[config.mk]
export PLATFORM = sky130hd
export DESIGN_NAME = rr_mux_4_1_arb
export DESIGN_NICKNAME = d
export VERILOG_FILES = /design/src/rtl/rr_mux_pkg.sv /design/src/rtl/rr_mux_4_1_arb_pick.sv /design/src/rtl/rr_mux_4_1_arb.sv
export SDC_FILE = /design/constraint.sdc
export NUM_CORES = 1
export LEC_CHECK = 0
export ABC_AREA = 0
export BUFFER_PORTS_ARGS = -buffer_cell sky130_fd_sc_hd__buf_2
export CORE_ASPECT_RATIO = 0.7
export CORE_MARGIN = 3
export CORE_UTILIZATION = 35
export CTS_CLUSTER_SIZE = 30
export DETAILED_ROUTE_END_ITERATION = 16
export SETUP_SLACK_MARGIN = 0.05
export SYNTH_ARGS = -nofsm -noshare
export SYNTH_HDL_FRONTEND = slang
export SYNTH_SLANG_ARGS = --single-unit
[constraint.sdc]
create_clock -name clk -period 4.45 [get_ports clk]
set_clock_uncertainty 0.1 [all_clocks]
set_input_delay 0.445 -clock clk [delete_from_list [all_inputs] [get_ports clk]]
set_output_delay 0.445 -clock clk [all_outputs]
set_load 0.01 [all_outputs]
[src/rtl/rr_mux_pkg.sv]
// Shared types and grant helpers for the round-robin 4:1 mux arbiter.
//   NCH         : number of input channels (fixed at 4)
//   chan_idx_t  : 2-bit channel index
//   chan_mask_t : 4-bit per-channel request/grant mask
//   pick_t      : grant result {any, idx}
//   rr_pick     : round-robin pick starting after 'last'
//   fixed_pick  : lowest-index-wins pick (used when RR_MUX_FIXED_PRIO_EN is defined)
package rr_mux_pkg;

  localparam int NCH = 4;

  typedef logic [1:0] chan_idx_t;
  typedef logic [3:0] chan_mask_t;

  typedef struct packed {
    logic      any;
    chan_idx_t idx;
  } pick_t;

  // Candidates are visited from lowest to highest priority so that the
  // final overwrite is the channel right after 'last'. With k=4 the 2-bit
  // add wraps back onto 'last' itself, which is the lowest priority.
  function automatic pick_t rr_pick(input chan_mask_t req, input chan_idx_t last);
    pick_t     res;
    chan_idx_t cand;
    res = '0;
    for (int k = NCH; k >= 1; k--) begin
      cand = last + chan_idx_t'(k);
      if (req[cand]) begin
        res.any = 1'b1;
        res.idx = cand;
      end
    end
    return res;
  endfunction

  function automatic pick_t fixed_pick(input chan_mask_t req);
    pick_t res;
    res = '0;
    for (int k = NCH - 1; k >= 0; k--) begin
      if (req[k]) begin
        res.any = 1'b1;
        res.idx = chan_idx_t'(k);
      end
    end
    return res;
  endfunction

endpackage

[src/rtl/rr_mux_4_1_arb_pick.sv]
// rr_pick_4: combinational grant selection for four requesters.
//   req_i  : request mask (already qualified by the load condition)
//   last_i : index of the most recently granted channel
//   idx_o  : granted channel index (valid only when any_o=1)
//   any_o  : at least one request present
// Build option RR_MUX_FIXED_PRIO_EN switches to fixed priority (channel 0
// highest); last_i is then ignored.
import rr_mux_pkg::*;

module rr_pick_4 (
  input  chan_mask_t req_i,
  input  chan_idx_t  last_i,
  output chan_idx_t  idx_o,
  output logic       any_o
);

  pick_t pick;

`ifdef RR_MUX_FIXED_PRIO_EN
  logic unused_last;
  assign unused_last = ^last_i;
  assign pick        = fixed_pick(req_i);
`else
  assign pick        = rr_pick(req_i, last_i);
`endif

  assign idx_o = pick.idx;
  assign any_o = pick.any;

endmodule

[src/rtl/rr_mux_4_1_arb.sv]
// rr_mux_4_1_arb: round-robin arbiter feeding a registered 4:1 data mux.
//   clk        : rising-edge clock
//   rst_n      : asynchronous active-low reset
//   in_valid   : per-channel request, bit i pairs with in_data<i>
//   in_data0-3 : channel data, W bits each
//   in_ready   : one-hot (or zero) transfer strobe per channel
//   out_valid  : out_data/sel hold a valid word
//   out_data   : registered data of the granted channel
//   sel        : registered index of the channel that produced out_data
//   out_ready  : downstream accepts the current word
// Build option RR_MUX_FIXED_PRIO_EN: fixed priority, no round-robin pointer.
import rr_mux_pkg::*;

module rr_mux_4_1_arb #(
  parameter int W = 4
) (
  input  logic         clk,
  input  logic         rst_n,
  input  logic [3:0]   in_valid,
  input  logic [W-1:0] in_data0,
  input  logic [W-1:0] in_data1,
  input  logic [W-1:0] in_data2,
  input  logic [W-1:0] in_data3,
  output logic [3:0]   in_ready,
  output logic         out_valid,
  output logic [W-1:0] out_data,
  output logic [1:0]   sel,
  input  logic         out_ready
);

  logic         out_valid_q, out_valid_d;
  logic [W-1:0] out_data_q,  out_data_d;
  chan_idx_t    sel_q,       sel_d;
  chan_idx_t    last_cur;

  logic         load_en;
  chan_mask_t   req_masked;
  chan_idx_t    grant_idx;
  logic         grant_any;
  chan_mask_t   grant_mask;
  logic         transfer;
  logic [W-1:0] data_arr [NCH];
  logic [W-1:0] grant_data;

  // Load decision looks only at the output register, keeping in_valid off
  // any combinational path to out_ready.
  assign load_en    = !out_valid_q || out_ready;
  assign req_masked = load_en ? in_valid : '0;

  rr_pick_4 u_pick (
    .req_i  (req_masked),
    .last_i (last_cur),
    .idx_o  (grant_idx),
    .any_o  (grant_any)
  );

  // rst_n gates the strobes so no channel sees a handshake while in reset.
  for (genvar gi = 0; gi < NCH; gi++) begin : g_ready
    assign grant_mask[gi] = rst_n && grant_any && (grant_idx == chan_idx_t'(gi));
  end

  assign in_ready = grant_mask;
  assign transfer = |grant_mask;

  assign data_arr[0] = in_data0;
  assign data_arr[1] = in_data1;
  assign data_arr[2] = in_data2;
  assign data_arr[3] = in_data3;
  assign grant_data  = data_arr[grant_idx];

  always_comb begin
    out_valid_d = out_valid_q;
    out_data_d  = out_data_q;
    sel_d       = sel_q;
    if (transfer) begin
      out_valid_d = 1'b1;
      out_data_d  = grant_data;
      sel_d       = grant_idx;
    end else if (out_ready) begin
      out_valid_d = 1'b0;
    end
  end

  always_ff @(posedge clk or negedge rst_n) begin
    if (!rst_n) begin
      out_valid_q <= 1'b0;
      out_data_q  <= '0;
      sel_q       <= '0;
    end else begin
      out_valid_q <= out_valid_d;
      out_data_q  <= out_data_d;
      sel_q       <= sel_d;
    end
  end

`ifdef RR_MUX_FIXED_PRIO_EN
  assign last_cur = chan_idx_t'(NCH - 1);
`else
  chan_idx_t last_q;

  // Pointer resets to 3 so channel 0 is first in line after reset.
  always_ff @(posedge clk or negedge rst_n) begin
    if (!rst_n) begin
      last_q <= chan_idx_t'(NCH - 1);
    end else if (transfer) begin
      last_q <= grant_idx;
    end
  end

  assign last_cur = last_q;
`endif

  assign out_valid = out_valid_q;
  assign out_data  = out_data_q;
  assign sel       = sel_q;

endmodule

; After elaboration in Yosys (flattened, before gate mapping)
; Index checks and enable logic that the tools add are counted.
[totals]
n_memories = 0
latchBits = 0
output_inout_bits = 11
romBits = 0
mem_bits_rw = 0
inputBits = 23
word_cells = 44
reg_bits = 9
[classes]
n_bitwise = 1
shift = 0
order_cmp = 5
n_reduce_logical = 10
n_mul = 0
n_mux = 18
n_div = 0
n_eq_ne = 3
addsub = 3
[ops]
columns = cell, count
row1 = $lt 2x3->1 const B, 4
row2 = $mux 3, 4
row3 = $mux 4, 3
row4 = $bmux 1 s2, 4
row5 = $bmux 4 s2, 1
row6 = $mux 1, 6
row7 = $logic_and 1x1->1, 5
row8 = $add 2x2->2 const B, 2
row9 = $eq 2x2->1 const B, 2
row10 = $reduce_or 4->1, 1
row11 = $ge 3x3->1 const B, 1
row12 = $not 2->3, 1
row13 = $add 2x1->2 const B, 1
row14 = $eq 2x1->1 const B, 1
row15 = $logic_not 2->1, 1
row16 = $reduce_bool 2->1, 1
row17 = $logic_not 1->1, 1
row18 = $logic_or 1x1->1, 1

; Logic depth before layout (Yosys ltp)
; Gate-level depths: netlist of run 1.
[logic_depth]
word_depth = 13
mapped_depth = 8
mapped_depth_nobuf = 6

; Cells and area by module
; From an unflattened synthesis of run 1, not the netlist that was laid out.
[unflattened]
hier_cells = 51
hier_area_um2 = 568.0
[by_module_without_submodules]
columns = module, n_inst, cells_per_inst, seq_area_each_um2, area_per_inst_um2
row1 = rr_mux_4_1_arb, 1, 37, 227.7, 489.2
row2 = rr_pick_4, 1, 14, 0.0, 78.8

; Worst setup path after synthesis of run 1
; Ideal clock, no wire load.
[synth_timing]
path_kind = reg2out
startpoint = register last_q[0] (netlist: last_cur[0])
endpoint = output port in_ready[1]
required_ns = 3.905
path_slack_ns = 2.135
arrival_ns = 1.770
path_stages_with_launch = 8
n_path_buf = 2
path_cell_list = dfstp_2 -> buf_6 -> mux2_4 -> o211ai_1 -> a22oi_1 -> o22ai_4 -> buf_8 -> nor2b_1
[synth_via]
elab_chain_len = 8
elab_cells_between_ends = 18
classes_between = 3 x add/sub / 1 x eq/ne / 12 x mux / 2 x reduce/logical
[synth_lines]
columns = item, line
row1 = "start, declared", rr_mux_4_1_arb.sv:99  ; chan_idx_t last_q;
row2 = "start signal, assigned", rr_mux_4_1_arb.sv:104  ; last_q <= chan_idx_t'(NCH - 1);
row3 = "start signal, assigned", rr_mux_4_1_arb.sv:106  ; last_q <= grant_idx;
row4 = $add 2x2->2 / $bmux 1 s2 (equally long branches), "rr_mux_pkg.sv:28, rr_mux_pkg.sv:29"
row5 = $bmux 1 s2 / $mux 1 (equally long branches), rr_mux_pkg.sv:29  ; if (req[cand]) begin
row6 = $mux 1 (not written as such) / $mux 3 (equally long branches), rr_mux_pkg.sv:29
row7 = $mux 3 (2 in series), rr_mux_pkg.sv:29
row8 = $mux 3 *, rr_mux_pkg.sv:29
row9 = $eq 2x1->1 / $logic_and 1x1->1 (equally long branches), rr_mux_4_1_arb.sv:59  ; assign grant_mask[gi] = rst_n && grant_any && (grant_idx == chan_idx_t'(gi));
row10 = $logic_and 1x1->1 *, rr_mux_4_1_arb.sv:59
row11 = "end, declared", rr_mux_4_1_arb.sv:24  ; output logic [3:0] in_ready,
; Every way passes the cells marked *; elsewhere a longest branch is shown, timed or not. The select of a mux whose other input is x is not followed.

; Worst setup path after layout of run 1
[layout_timing]
startpoint = input port rst_n
endpoint = output port in_ready[1]
[layout_via]
elab_chain_len = 2
[layout_lines]
columns = item, line
row1 = "start, declared", rr_mux_4_1_arb.sv:18  ; input logic rst_n,
row2 = $logic_and 1x1->1 (2 in series), rr_mux_4_1_arb.sv:59
; Every way passes these cells.

==> results.md, run 1 <==
- TritonCTS clock tree: yes
- Largest fanout on the critical path: 12
- Final wirelength: 1550 um
- Simple-gate area share of the yosys netlist: 0.219
- Worst r2r path cells: 6
- Input/output buffers: 33
- Final Max Tran Viols: 0
- Tcrit/Tclk final: 0.642
- Largest family of logic cells by synthesized area: simple AND/OR/NAND/NOR gates
- GRT met3 Usage: 0.0615
- Final hold violation count: 0
- Post-synthesis mux area share: 0.176
- Antenna diodes: 0
- Startpoint class of the critical path: input pin
- Final instance area: 846 um2
- Detail-routed via count per cell: just under 5
- Worst flop-to-flop path endpoint: out_data[2]
- Number of nets with antenna violations after routing: 0
- Top-Level Pins: 34
- Critical-path cell list: dlygate4sd3_1, buf_2, nand3_1, or2_2, nor2b_1, buf_2
- Synthesized netlist net count: 94
- Die outline width: around 58 um
- Post-placement cell count: 120
- Number of setup violations in the final report: 0
- Clock edge transition at the registers on the reported setup and hold paths: 0.06 ns
- Max cap viols: 0
- Ranking of synthesized cells by area: dfrtp_1 (27%), mux2i_1 (15%), dfstp_2 (8.0%)
- Worst setup path startpoint: rst_n
- Row count: 12
- Tot GR Track Use: 0.127
- Async SR Flop Fraction: 1.00
- Largest net degree at the start of global routing: 14
- Sequential fraction of the synthesis area: 0.347
- Post-synthesis compound-gate area fraction: 0.183
- Initial antenna violation count: 0
- Most Crowded Layer GR: met1
- Number of enable flip-flop cells after synthesis: 0
- Finished Core Util: 0.508
- Routing usage on met2: 0.167
- Non-Filler Instances: 125
- Post-detailed-route wirelength per cell: approximately 12 um
- Clock Latency Late Sink: roughly 0.25 ns
- Largest area contributor in the netlist: dfrtp_1
- #FFs+latches synth: 9
- Slowest cell on the critical path: dlygate4sd3_1
- Via count of the first global-routing pass: ~530
- Detailed-routing iteration count for the pre-antenna-repair pass: 4
- CTS Buffer Depth: 2
- Fraction of layout cells with a size suffix above 1: 0.423
- Final critical delay including setup and external delays: ~2.9 ns
- Final HPWL from detailed placement: around 1200 um
- Number of clock buffers inserted by TritonCTS: 3
- Worst-margin pin slew: just under 0.5 ns
- Crit path to: in_ready[1]
- Total of cells resized after clock tree synthesis: 0
- Crit-path max cell delay: approximately 0.52 ns
- Worst min path class: reg -> reg
- Synth cell types: 29
- Mapped Area: roughly 660 um2
- Power density over the cells: 505 mW/mm2
- Most common flop cell mapped by yosys: dfrtp_1
- Reg-to-reg critical path startpoint: last_cur[0]
- Height of the die: 42.2 um
- Area of the core: between 0.0015 and 0.002 mm2
- Slew margin rel.: 0.671
- Power consumption: 427 uW
- Cell area after placement: slightly above 800 um2
- Via count of the routed design: 607
- Global routing met1 resource utilization: 0.185
- Max H-tree Level: 1
- Cells after synthesis: between 70 and 80
- Most common cell after layout, fill and taps aside: buf_2
- Global-route congestion overflow total: 0
- Synth Area per Inst: a little over 9 um2
- Result of the run: completed
- Cell at the root of the clock tree: clkbuf_4
- Number of nets in the layout: between 100 and 150
- Setup repair after global routing missed its margin: no
- Req. time, crit path: around 4 ns
- Cell occurring most often along the worst timing path: buf_2
- Number of violations reported at the end of detailed-routing iteration 0: 15
- Max Freq: about 0.35 GHz
- Static Leakage: between 0.0004 and 0.0005 uW
- Synth-to-Final Area Change: 29.0%
- Arrival time worst endpoint: between 2 and 2.5 ns
- Final RePlAce weighted congestion: approximately 0.65
- Clk sinks: 9
- # hold bufs at CTS: 1
- Crit end category: output pin
- Worst vdd rail ir drop: 0.299 mV
- Critical path start-end classification: in -> out
- Adder-Cell Fraction of Synth Area: 0
- Wire length of the first global-routing pass: between 2000 and 2500 um
- R2R Setup Slk: between 2 and 2.5 ns
- Die area: between 0.002 and 0.0025 mm2
- Residual DRC count: 0
- Share of the synthesized area in the top cell type: 0.267
- Number of setup buffers added after CTS: 0
- Most used cells in the layout excluding fill and tap cells: buf_2 (33), nand2_1 (12), mux2i_1 (10)
- Starting density of the core: 0.393
- Post-route setup TNS: 0 ns
- Count of synthesis-stage warnings from yosys: 0
- Xor/xnor share of the synthesized area: 0
worst min-delay path by stage:
stage | cells past startpoint | start | end | slack (ns)
finish | 2 | sel[1] | sel[1] | 0.38
detailed placement | 1 | rst_n | sel[1] | 0.21
global route | 2 | last_cur[1] | last_cur[1] | 0.40
global placement | 1 | rst_n | sel[1] | 0.21
floorplan | 0 | rst_n | out_data[0] | 0.05
CTS | 2 | sel[1] | sel[1] | 0.38
where the power goes:
group / switching, uW / total (uW) / internal (uW)
sequential: 27.4 / 145 / 118
combinational: 115 / 221 / 106
clock: 26.7 / 61.1 / 34.4
critical path, delay by kind of cell:
| kind | cells | cell delay (ns) |
|---|---|---|
| AND/OR/NAND/NOR | 3 | 0.98 |
| buffers and inverters | 3 | 0.89 |
stage by stage:
step                      setup slack, ns  hold slack [ns]
final                                1.59            0.379
after CTS                            1.57            0.381
after global routing                 1.43            0.404
after floorplan                      2.13           0.0494
after global placement               1.99            0.208
after detailed placement             1.88            0.210
layer usage:
metal	share of wire	vias up	wire length, um
met3	0.10	0	157
li1	-	319	-
met4	0	0	0
met5	0	-	0
met2	0.38	24	593
met1	0.51	264	795
cells in the mapped netlist (2+ instances only):
cell type and number:
dfrtp_1 7, clkbuf_1 2, a21oi_1 2, nor2b_1 3, inv_1 3, o211ai_1 2
nand2b_1 2, dfstp_2 2, o221ai_1 4, mux2i_1 10, nand2_1 12, nor2_1 5
flip-flops by register name, indices dropped and copies added (netlist names):
name,flops
last_cur,2
out_data,4
out_valid,1
sel,2
final cells by class:
cell class	count	area [um2]
timing repair buffer	34	175
sequential	9	228
multi-input combinational	54	379
clock buffer	4	26.3
tap	21	26.3
inverter	3	11.3
fill	154	821
logic make-up (layout without fill, tap and decap cells):
group | after synthesis | after routing
buffers and inverters | 8 | 41
multiplexers | 11 | 11
AO/OA/AOI/OAI | 14 | 14
AND/OR/NAND/NOR | 29 | 29
flip-flops | 9 | 9
Note: power is estimated with default switching activity, not from simulation.
==> run 2, diff against run 1 <==
--- a/config.mk
+++ b/config.mk
@@ -5,7 +5,7 @@
 export SDC_FILE = /design/constraint.sdc
 export NUM_CORES = 1
 export LEC_CHECK = 0
-export ABC_AREA = 0
+export ABC_AREA = 1
 export BUFFER_PORTS_ARGS = -buffer_cell sky130_fd_sc_hd__buf_2
 export CORE_ASPECT_RATIO = 0.7
 export CORE_MARGIN = 3
==> constraint.sdc (replaced) <==
create_clock -name clk -period 2.8 [get_ports clk]
set_clock_uncertainty 0.1 [all_clocks]
set_input_delay 0.28 -clock clk [delete_from_list [all_inputs] [get_ports clk]]
set_output_delay 0.28 -clock clk [all_outputs]
set_load 0.01 [all_outputs]
==> results.md, run 2 <==
- Share of the synthesized area in the top cell type: 0.238
- Power consumption: around 1400 uW
- Detail-routed via count per cell: approximately 4.7
- Synth-to-Final Area Change: 31.0%
- Hold path depth: 5
- Req. time, crit path: 2.42 ns
- Worst min path class: in -> reg
- Largest fanout on the critical path: 11
- Count of synthesis-stage warnings from yosys: 0
- Cell at the root of the clock tree: clkbuf_4
- Post-route setup TNS: 0 ns
- Final RePlAce weighted congestion: around 0.90
- Via count of the routed design: approximately 800
- Input/output buffers: 33
- Synth top cells by count: nand2_1 (36), nand3_1 (21), nand2_2 (11)
- Largest net degree at the start of global routing: 12
- Crit-path max cell delay: around 0.59 ns
- Final critical delay including setup and external delays: 2.55 ns
- CTS Buffer Depth: 2
- Crit end category: output pin
- Count of buffering cells on the critical path with inverters included: 3
- Via count of the first global-routing pass: around 700
- Starting density of the core: 0.383
- Final Max Tran Viols: 0
- Synth Area per Inst: 6.45 um2
- Residual DRC count: 0
- Async SR Flop Fraction: 1.00
- Most used cells in the layout excluding fill and tap cells: nand2_1 (34), buf_2 (33), nand3_1 (21)
- Largest area contributor in the netlist: dfrtp_1
- Setup repair after global routing missed its margin: yes
- Max H-tree Level: 1
- Max Freq: between 0.3 and 0.4 GHz
- Worst-margin pin slew: 0.385 ns
- Critical path start-end classification: reg -> out
- Wire length of the first global-routing pass: about 3100 um
- Most common cell in the netlist: nand2_1
- Critical-path cell list: inv_2, nand3_1, nand2_2, nand2_1, nand2_2, inv_2, nand3_2, nand2_4, nand2_1, nor2_1, buf_2
- Tot GR Track Use: 0.155
- Final instance area: 963 um2
- Max cap viols: 0
- Max reg flops: 4
- Global-route congestion overflow total: 0
- Clock edge transition at the registers on the reported setup and hold paths: ~0.060 ns
- Tcrit/Tclk final: 0.909
- Final wirelength: between 1500 and 2000 um
- Power density over the cells: 1410 mW/mm2
- Number of nets with antenna violations after routing: 0
- Static Leakage: between 0.0005 and 0.0006 uW
- Worst vdd rail ir drop: around 0.56 mV
- Sequential fraction of the synthesis area: 0.310
- Post-detailed-route wirelength per cell: about 11 um
- Mapped Area: 736 um2
- Final hold violation count: 0
- Most common flop cell mapped by yosys: dfrtp_1
- Final HPWL from detailed placement: about 1500 um
- Worst r2r path cells: 11
- Cells after synthesis: ~110
- Dominant delay contributor by cell family on the critical path: simple AND/OR/NAND/NOR gates
- Synth cell types: 19
- Initial antenna violation count: 0
- Number of setup buffers added after CTS: 0
- Die outline width: 60.8 um
- Most common cell after layout, fill and taps aside: nand2_1
- Number of enable flip-flop cells after synthesis: 0
- Row count: 13
- Arrival time worst endpoint: 2.17 ns
- Clock Latency Late Sink: around 0.26 ns
- Result of the run: completed
- Slowest cell on the critical path: dfstp_2
- #FFs+latches synth: 9
- Synthesized netlist net count: around 140
- Logic depth of the worst setup path including buffers: 11
- Cell area after placement: 917 um2
- Height of the die: 44.4 um
- Startpoint class of the critical path: flop
- Number of nets in the layout: between 150 and 200
- Number of setup violations in the final report: 0
- Slew margin rel.: 0.744
- Ranking of synthesized cells by area: dfrtp_1 (24%), nand2_1 (18%), nand3_1 (14%)
- Antenna diodes: 0
- Detailed-routing iteration count for the pre-antenna-repair pass: 4
- Clk sinks: 9
- Die area: approximately 0.0027 mm2
- Number of inserted filler cells in the final layout: just under 200
- TritonCTS clock tree: yes
- Number of clock buffers inserted by TritonCTS: 3
- Final-layout worst hold slack: around 0.25 ns
- Fraction of layout cells with a size suffix above 1: 0.417
- Number of violations reported at the end of detailed-routing iteration 0: 23
- Area of the core: 0.00192 mm2
- Top-Level Pins: 34
==> run 2: cell types whose count changed after synthesis, moves of 4 or more <==
cell / delta
nand2_1: +24
nand3_1: +20
mux2i_1: -10
nand2_2: +10
inv_1: +4
nor2_1: +4
o221ai_1: -4
==> run 2: power breakdown <==
group          total (uW)  switching (uW)  internal, uW
Clock                 101            45.8          55.0
Sequential            255            44.5           211
Combinational         999             654           345
Total                1350             744           611
==> run 2: what timing repair did <==
item / 4_1_cts / 5_1_grt
hold buffers: 1 / 0
resized for setup: 0 / 3
hold endpoints to repair: 7 / 0
setup endpoints to repair: 0 / 3
==> run 2: worst paths after layout <==
check | startpoint | endpoint | slack [ns]
worst min-delay path | in_data3[3] | out_data[3] | 0.25
worst max register to register | last_cur[0] | out_data[1] | 0.72
max in group asynchronous | rst_n | last_cur[1] | 2.04
min in group asynchronous | rst_n | sel[1] | 0.31
worst min register to register | sel[1] | sel[1] | 0.39
worst max-delay path | last_cur[0] | in_ready[1] | 0.25
==> run 2: cell families after synthesis <==
family / after synthesis / share of synthesized area
simple gates: 88 / 0.575
xor+xnor: 1 / 0.0119
flops: 9 / 0.310
buf+inv: 11 / 0.0663
compound gates: 5 / 0.0374
==> run 2: routing by layer <==
metal  vias up  routed length (um)  GRT usage
met1       357                 986      0.246
met2        21                 855      0.207
li1        437                   -          -
met5         -                   0          0
met4         0                   0     0.0390
met3         0                  85     0.0350
==> run 2: metrics by stage <==
step / std cells / util / setup WS [ns]
2_1_floorplan: 114 / - / 0.772
3_3_place_gp: 168 / 0.478 / 0.485
3_5_place_dp: 168 / 0.478 / 0.451
4_1_cts: 173 / 0.497 / 0.160
5_1_grt: 173 / 0.502 / 0.0332
6_report: 173 / 0.502 / 0.255
==> run 2: layout make-up <==
class / count / area (um2) / share of cell area
well taps: 22 / 27.5 / 0.0286
repair buffers: 34 / 175 / 0.182
clock buffers: 4 / 26.3 / 0.0273
inverters: 10 / 37.5 / 0.0390
multi-input cells: 94 / 469 / 0.487
flip-flops and latches: 9 / 228 / 0.236
==> run 2: worst min-delay path: stages <==
cell and delay [ns]:
buf_2 0.08, nand2_2 0.04, nand2_1 0.05, nor2_1 0.04, nor2_2 0.08
